--- src/rtl/csu_pkg.sv ---
// Shared types and constants for the channel signature unit.
// Latency: n/a (declarations only).
// Backpressure: n/a.
//   csu_state_e      : run-control FSM states
//   CSU_DEFAULT_POLY : default MISR feedback polynomial (CRC-32 style)
package csu_pkg;

    typedef enum logic [1:0] {
        ST_IDLE = 2'd0,
        ST_FILL = 2'd1,
        ST_RUN  = 2'd2,
        ST_DONE = 2'd3
    } csu_state_e;

    localparam logic [31:0] CSU_DEFAULT_POLY = 32'h04C11DB7;

endpackage

--- src/rtl/csu_misr_step.sv ---
// One MISR step: shift the signature left, fold in POLY on carry-out, XOR the merged word.
// Latency: combinational.
// Backpressure: none; the caller decides when the result is registered.
//   sig_in  [WIDTH] : current signature
//   merged  [WIDTH] : XOR of all channel words for this beat
//   sig_out [WIDTH] : next signature
module csu_misr_step #(
    parameter int                WIDTH = 32,
    parameter logic [WIDTH-1:0]  POLY  = '1
) (
    input  logic [WIDTH-1:0] sig_in,
    input  logic [WIDTH-1:0] merged,
    output logic [WIDTH-1:0] sig_out
);

    logic [WIDTH-1:0] shifted;

    always_comb begin
        shifted = {sig_in[WIDTH-2:0], 1'b0};
        // The bit shifted out of the MSB selects the polynomial feedback.
        if (sig_in[WIDTH-1]) begin
            shifted = shifted ^ POLY;
        end
        sig_out = shifted ^ merged;
    end

endmodule

--- src/rtl/channel_signature_unit.sv ---
// XOR-merges per-channel result words and compresses SAMPLES beats (after FILL warm-up beats) into a MISR signature.
// Latency: sig updates on the edge accepting a beat; done/busy/match registered, visible the cycle after the final beat.
// Backpressure: none; the unit is always ready, in_valid simply qualifies each beat and idle cycles hold state.
// Ports:
//   clk, rst       : clock (rising edge), asynchronous active-high reset
//   start          : one-cycle run request, honoured only in IDLE or DONE
//   in_valid, d_in : beat qualifier and CHANNEL packed words (channel k at [k*WIDTH +: WIDTH])
//   golden         : expected signature, used only when CSU_GOLDEN_CMP_EN is defined
//   sig, busy, done, match : signature, FILL/RUN indicator, DONE indicator, registered golden compare
// Build option: define CSU_GOLDEN_CMP_EN to build the golden comparator; otherwise match is tied low.
module channel_signature_unit
    import csu_pkg::*;
#(
    parameter int               WIDTH   = 32,
    parameter int               CHANNEL = 3,
    parameter int               SAMPLES = 16,
    parameter int               FILL    = 3,
    parameter logic [WIDTH-1:0] POLY    = WIDTH'(CSU_DEFAULT_POLY),
    parameter logic [WIDTH-1:0] SEED    = '1
) (
    input  logic                       clk,
    input  logic                       rst,
    input  logic                       start,
    input  logic                       in_valid,
    input  logic [CHANNEL*WIDTH-1:0]   d_in,
    input  logic [WIDTH-1:0]           golden,
    output logic [WIDTH-1:0]           sig,
    output logic                       busy,
    output logic                       done,
    output logic                       match
);

    // One counter serves both phases, so it is sized for the longer one.
    localparam int CNT_MAX = (FILL > SAMPLES) ? FILL : SAMPLES;
    localparam int CW      = $clog2(CNT_MAX + 1);

    csu_state_e       state_d, state_q;
    logic [WIDTH-1:0] sig_d, sig_q;
    logic [CW-1:0]    cnt_d, cnt_q;
    logic             busy_d, busy_q;
    logic             done_d, done_q;

    logic [WIDTH-1:0] merged;
    logic [WIDTH-1:0] sig_step;
    logic [CW-1:0]    cnt_inc;

    always_comb begin
        merged = '0;
        for (int k = 0; k < CHANNEL; k++) begin
            merged = merged ^ d_in[k*WIDTH +: WIDTH];
        end
    end

    csu_misr_step #(
        .WIDTH (WIDTH),
        .POLY  (POLY)
    ) u_misr_step (
        .sig_in  (sig_q),
        .merged  (merged),
        .sig_out (sig_step)
    );

    assign cnt_inc = cnt_q + CW'(1);

    always_comb begin
        state_d = state_q;
        sig_d   = sig_q;
        cnt_d   = cnt_q;
        case (state_q)
            ST_IDLE, ST_DONE: begin
                if (start) begin
                    sig_d   = SEED;
                    cnt_d   = '0;
                    state_d = (FILL == 0) ? ST_RUN : ST_FILL;
                end
            end
            ST_FILL: begin
                // Warm-up beats are counted but their data is discarded.
                if (in_valid) begin
                    if (cnt_inc == CW'(FILL)) begin
                        cnt_d   = '0;
                        state_d = ST_RUN;
                    end else begin
                        cnt_d = cnt_inc;
                    end
                end
            end
            ST_RUN: begin
                if (in_valid) begin
                    sig_d = sig_step;
                    cnt_d = cnt_inc;
                    if (cnt_inc == CW'(SAMPLES)) begin
                        state_d = ST_DONE;
                    end
                end
            end
            default: begin
                state_d = ST_IDLE;
            end
        endcase
        // Status outputs are registered copies of the next state.
        busy_d = (state_d == ST_FILL) || (state_d == ST_RUN);
        done_d = (state_d == ST_DONE);
    end

    always_ff @(posedge clk or posedge rst) begin
        if (rst) begin
            state_q <= ST_IDLE;
            sig_q   <= '0;
            cnt_q   <= '0;
            busy_q  <= 1'b0;
            done_q  <= 1'b0;
        end else begin
            state_q <= state_d;
            sig_q   <= sig_d;
            cnt_q   <= cnt_d;
            busy_q  <= busy_d;
            done_q  <= done_d;
        end
    end

    assign sig  = sig_q;
    assign busy = busy_q;
    assign done = done_q;

`ifdef CSU_GOLDEN_CMP_EN
    logic match_d, match_q;

    // Compare against the signature being registered so match lines up with done.
    assign match_d = (state_d == ST_DONE) && (sig_d == golden);

    always_ff @(posedge clk or posedge rst) begin
        if (rst) begin
            match_q <= 1'b0;
        end else begin
            match_q <= match_d;
        end
    end

    assign match = match_q;
`else
    logic unused_golden;
    assign unused_golden = ^golden;
    assign match         = 1'b0;
`endif

endmodule

--- config.mk ---
export PLATFORM = sky130hd
export DESIGN_NAME = channel_signature_unit
export DESIGN_NICKNAME = d
export VERILOG_FILES = /design/src/rtl/csu_pkg.sv /design/src/rtl/csu_misr_step.sv /design/src/rtl/channel_signature_unit.sv
export SDC_FILE = /design/constraint.sdc
export NUM_CORES = 1
export LEC_CHECK = 0
export CAP_MARGIN = 40
export CORE_ASPECT_RATIO = 0.8
export CORE_MARGIN = 10
export CORE_UTILIZATION = 42
export CTS_BUF_LIST = sky130_fd_sc_hd__clkbuf_4 sky130_fd_sc_hd__clkbuf_8
export DETAILED_ROUTE_END_ITERATION = 7
export PLACE_DENSITY = 0.95
export SLEW_MARGIN = 20
export SYNTH_ARGS = -nofsm -noshare
export SYNTH_HDL_FRONTEND = slang
export SYNTH_SLANG_ARGS = --single-unit
--- constraint.sdc ---
create_clock -name clk -period 3.5 [get_ports clk]
set_input_delay 0.7 -clock clk [delete_from_list [all_inputs] [get_ports clk]]
set_output_delay 0.7 -clock clk [all_outputs]
set_load 0.03 [all_outputs]
==> impl_metrics.py <==
metrics = {
    "run_status": {
        "outcome": "complete, no violations",
    },
    "logic_synthesis": {
        "synthCells": 289,
        "synthesis.nets": 427,
        "ys.flop_type": "dfrtp_1",
        "synth_most_common_cell": "xnor2_1",
        "synth.distinct_cells": 36,
        "synth_top_area_share_pct": 37.26,
        "netlist_top_cells_count": "58 x xnor2_1, 53 x xor2_1, 41 x dfrtp_1, 37 x nor2_1, 36 x a21oi_1",
        "synthArstFlopShare_pct": 100.0,
        "synth.avg_cell_area_um2": 9.529,
        "syn-cell-area_um2": 2754,
        "seq_area_frac_synth_pct": 37.26,
        "synth-seq-cells": 41,
        "synth_edf_count": 0,
        "synth_area_leader_cell": "dfrtp_1",
        "ys.warnings.count": 0,
        "synth_area_leaders": "dfrtp_1 37%, xnor2_1 18%, xor2_1 17%",
    },
    "layout": {
        "antenna_cells": 0,
        "num-nets-final": 556,
        "nFillCells": 481,
        "multi_input_area_um2": 1637,
        "area.sequential_um2": 1026,
        "drive_gt1_share_pct": 4.545,
        "synthToLayoutAreaGrowth_pct": 53.75,
    },
    "timing": {
        "slew_headroom_pct": 56.61,
        "worst_slew_pin_slew_ps": 650.9,
        "maxSlewViolCount": 0,
        "setup_viol": 0,
        "finalHoldViolCount": 0,
        "hold_ws_ps": 589.8,
        "rsz0062_at_grt": "no",
        "clock_skew_ps": 6.204,
        "post-route-min-period_ps": 2116,
        "min_period_over_period_pct": 60.44,
        "fin_setup_tns_ps": 0,
        "fmax_mhz": 472.7,
    },
    "route": {
        "dr.pass1.iters": 4,
        "viasPerCell": 4.928,
        "wl_um": 8735,
        "drt_iter0_drc": 72,
        "drtAntennaViolNets": 0,
        "vias": 2474,
        "drc_errors": 0,
        "routedWlPerCell_um": 17.40,
    },
    "global_routing": {
        "grt_pass1_wl_um": 13820,
        "grt_max_degree": 33,
        "grt_use_total_pct": 16.11,
        "grt_pass1_vias": 2664,
        "grt.overflow.total": 0,
        "grt_antenna_before_repair": 0,
    },
    "power_and_ir_drop": {
        "p_per_area_nw_per_um2": 438.4,
        "swShare_pct": 39.42,
        "comb_power_share_pct": 50.2,
        "seqPwrFrac_pct": 32.5,
        "pwr-share-clk_pct": 17.3,
        "finalPower_mw": 1.856,
        "vdd_drop_max_uv": 404.6,
        "p_leak_nw": 1.594,
        "p_int_mw": 1.124,
        "p_sw_mw": 0.7317,
    },
    "die": {
        "fp.coreArea_um2": 6376,
        "ioPinCount": 167,
        "die_w_um": 110.5,
        "dieArea_um2": 10220,
        "fp.dieH_um": 92.43,
        "initial_core_util_pct": 43.19,
        "fp-row-count": 26,
    },
    "worst_setup_path": {
        "crit_arrival_ps": 1420,
        "path_max_fanout": 3,
        "slowest_stage": "clkdlybuf4s50_1",
        "cp-start-kind": "flip-flop",
        "crit_type": "flip-flop to primary output",
        "crit_chain": "clkdlybuf4s50_1",
        "cp_top_family": "buffers and inverters",
        "cp_data_required_time_ps": 2800,
        "endpoint_kind": "primary output",
        "cpPeakStageDelay_ps": 730,
        "critical_path_buf_inv_count": 1,
    },
    "clocking": {
        "cts_inserted_buffers": 5,
        "cts_resized": 0,
        "clock-sinks": 41,
        "clockBufferDepth": 2,
        "root_buffer": "clkbuf_8",
        "htree_levels": 2,
        "clk-insertion-delay-late_ps": 280,
        "postCtsSetupBuffers": 0,
        "ctsHoldBuffers": 0,
        "cts_tree": "built",
        "path_clk_slew_ps": 80,
    },
    "run": {
        "cap_violations": 0,
    },
    "place": {
        "port_buffers": 133,
        "hpwlAfterDp_um": 7003,
        "globalplace.congestion": 0.8181,
    },
    "hold_path": {
        "hp-class": "flip-flop to flip-flop",
    },
}
==> kinds of logic after synthesis <==
kind of cell	Yosys count	share of synthesized area (%)
flops	41	37.26
mux	1	0.3635
other cells	1	0.1362
fa+ha+maj	6	2.726
simple gates	57	9.405
xor+xnor	111	35.30
buf+inv	19	3.407
compound gates	53	11.40
==> power groups by stage <==
stage	registers (mW)	logic (mW)	clock network [mW]
finish	0.604	0.932	0.320
CTS	0.602	0.932	0.329
global placement	0.606	0.887	0
floorplan	0.670	0.530	0
global route	0.615	1.01	0.348
detailed placement	0.612	0.925	0
==> final timing paths <==
kind                                from         end  slack [ps]  cells after the start
worst max-delay path             sig[29]     sig[29]        1380                      1
worst min-delay path              sig[9]      sig[9]         590                      2
worst max register to register  cnt_q[0]        busy        1430                      5
worst min register to register    sig[9]      sig[9]         590                      2
max in group asynchronous            rst  state_q[1]        2090                      3
min in group asynchronous            rst     sig[12]         720                      2
==> area by class of cell <==
cell class,count,area share (%)
clock buffers,6,1.950
clock inverters,1,0.1773
inverters,4,0.3546
multi-input cells,229,38.65
flip-flops and latches,41,24.23
well taps,84,2.482
repair buffers,137,32.15
==> per-layer routing <==
metal	up-vias	track usage [%]	wire (µm)
li1	1191	-	-
met1	1193	18.65	3588
met2	82	29.75	4568
met3	8	3.740	476
met4	0	3.247	101
met5	-	0	0
==> per-stage QoR <==
stage	cells	utilization [%]	cell area, µm²	setup slack, ps
final	502	66.41	4234	1384
after global routing	502	66.41	4234	1319
after CTS	502	66.41	4234	1374
after detailed placement	495	64.99	4144	1126
after global placement	495	64.99	4144	1221
after floorplan	289	-	2754	1737
==> registers in the layout, summed over array words and instances (netlist names) <==
register / count
state_q: 2
busy: 1
sig: 32
cnt_q: 5
done: 1
==> layout by cell type, fill, tap and decap left out, types with 2 or more instances in the layout <==
cell type,n
clkdlybuf4s50_1,133
xnor2_1,58
xor2_1,53
dfrtp_1,41
nor2_1,37
a21oi_1,36
nand2_1,6
ha_1,6
clkbuf_8,6
o21ai_0,4
buf_4,4
a21o_1,3
inv_1,3
nand2b_1,2
a22o_1,2
nand3_1,2
(Power assumes the default switching activity.)
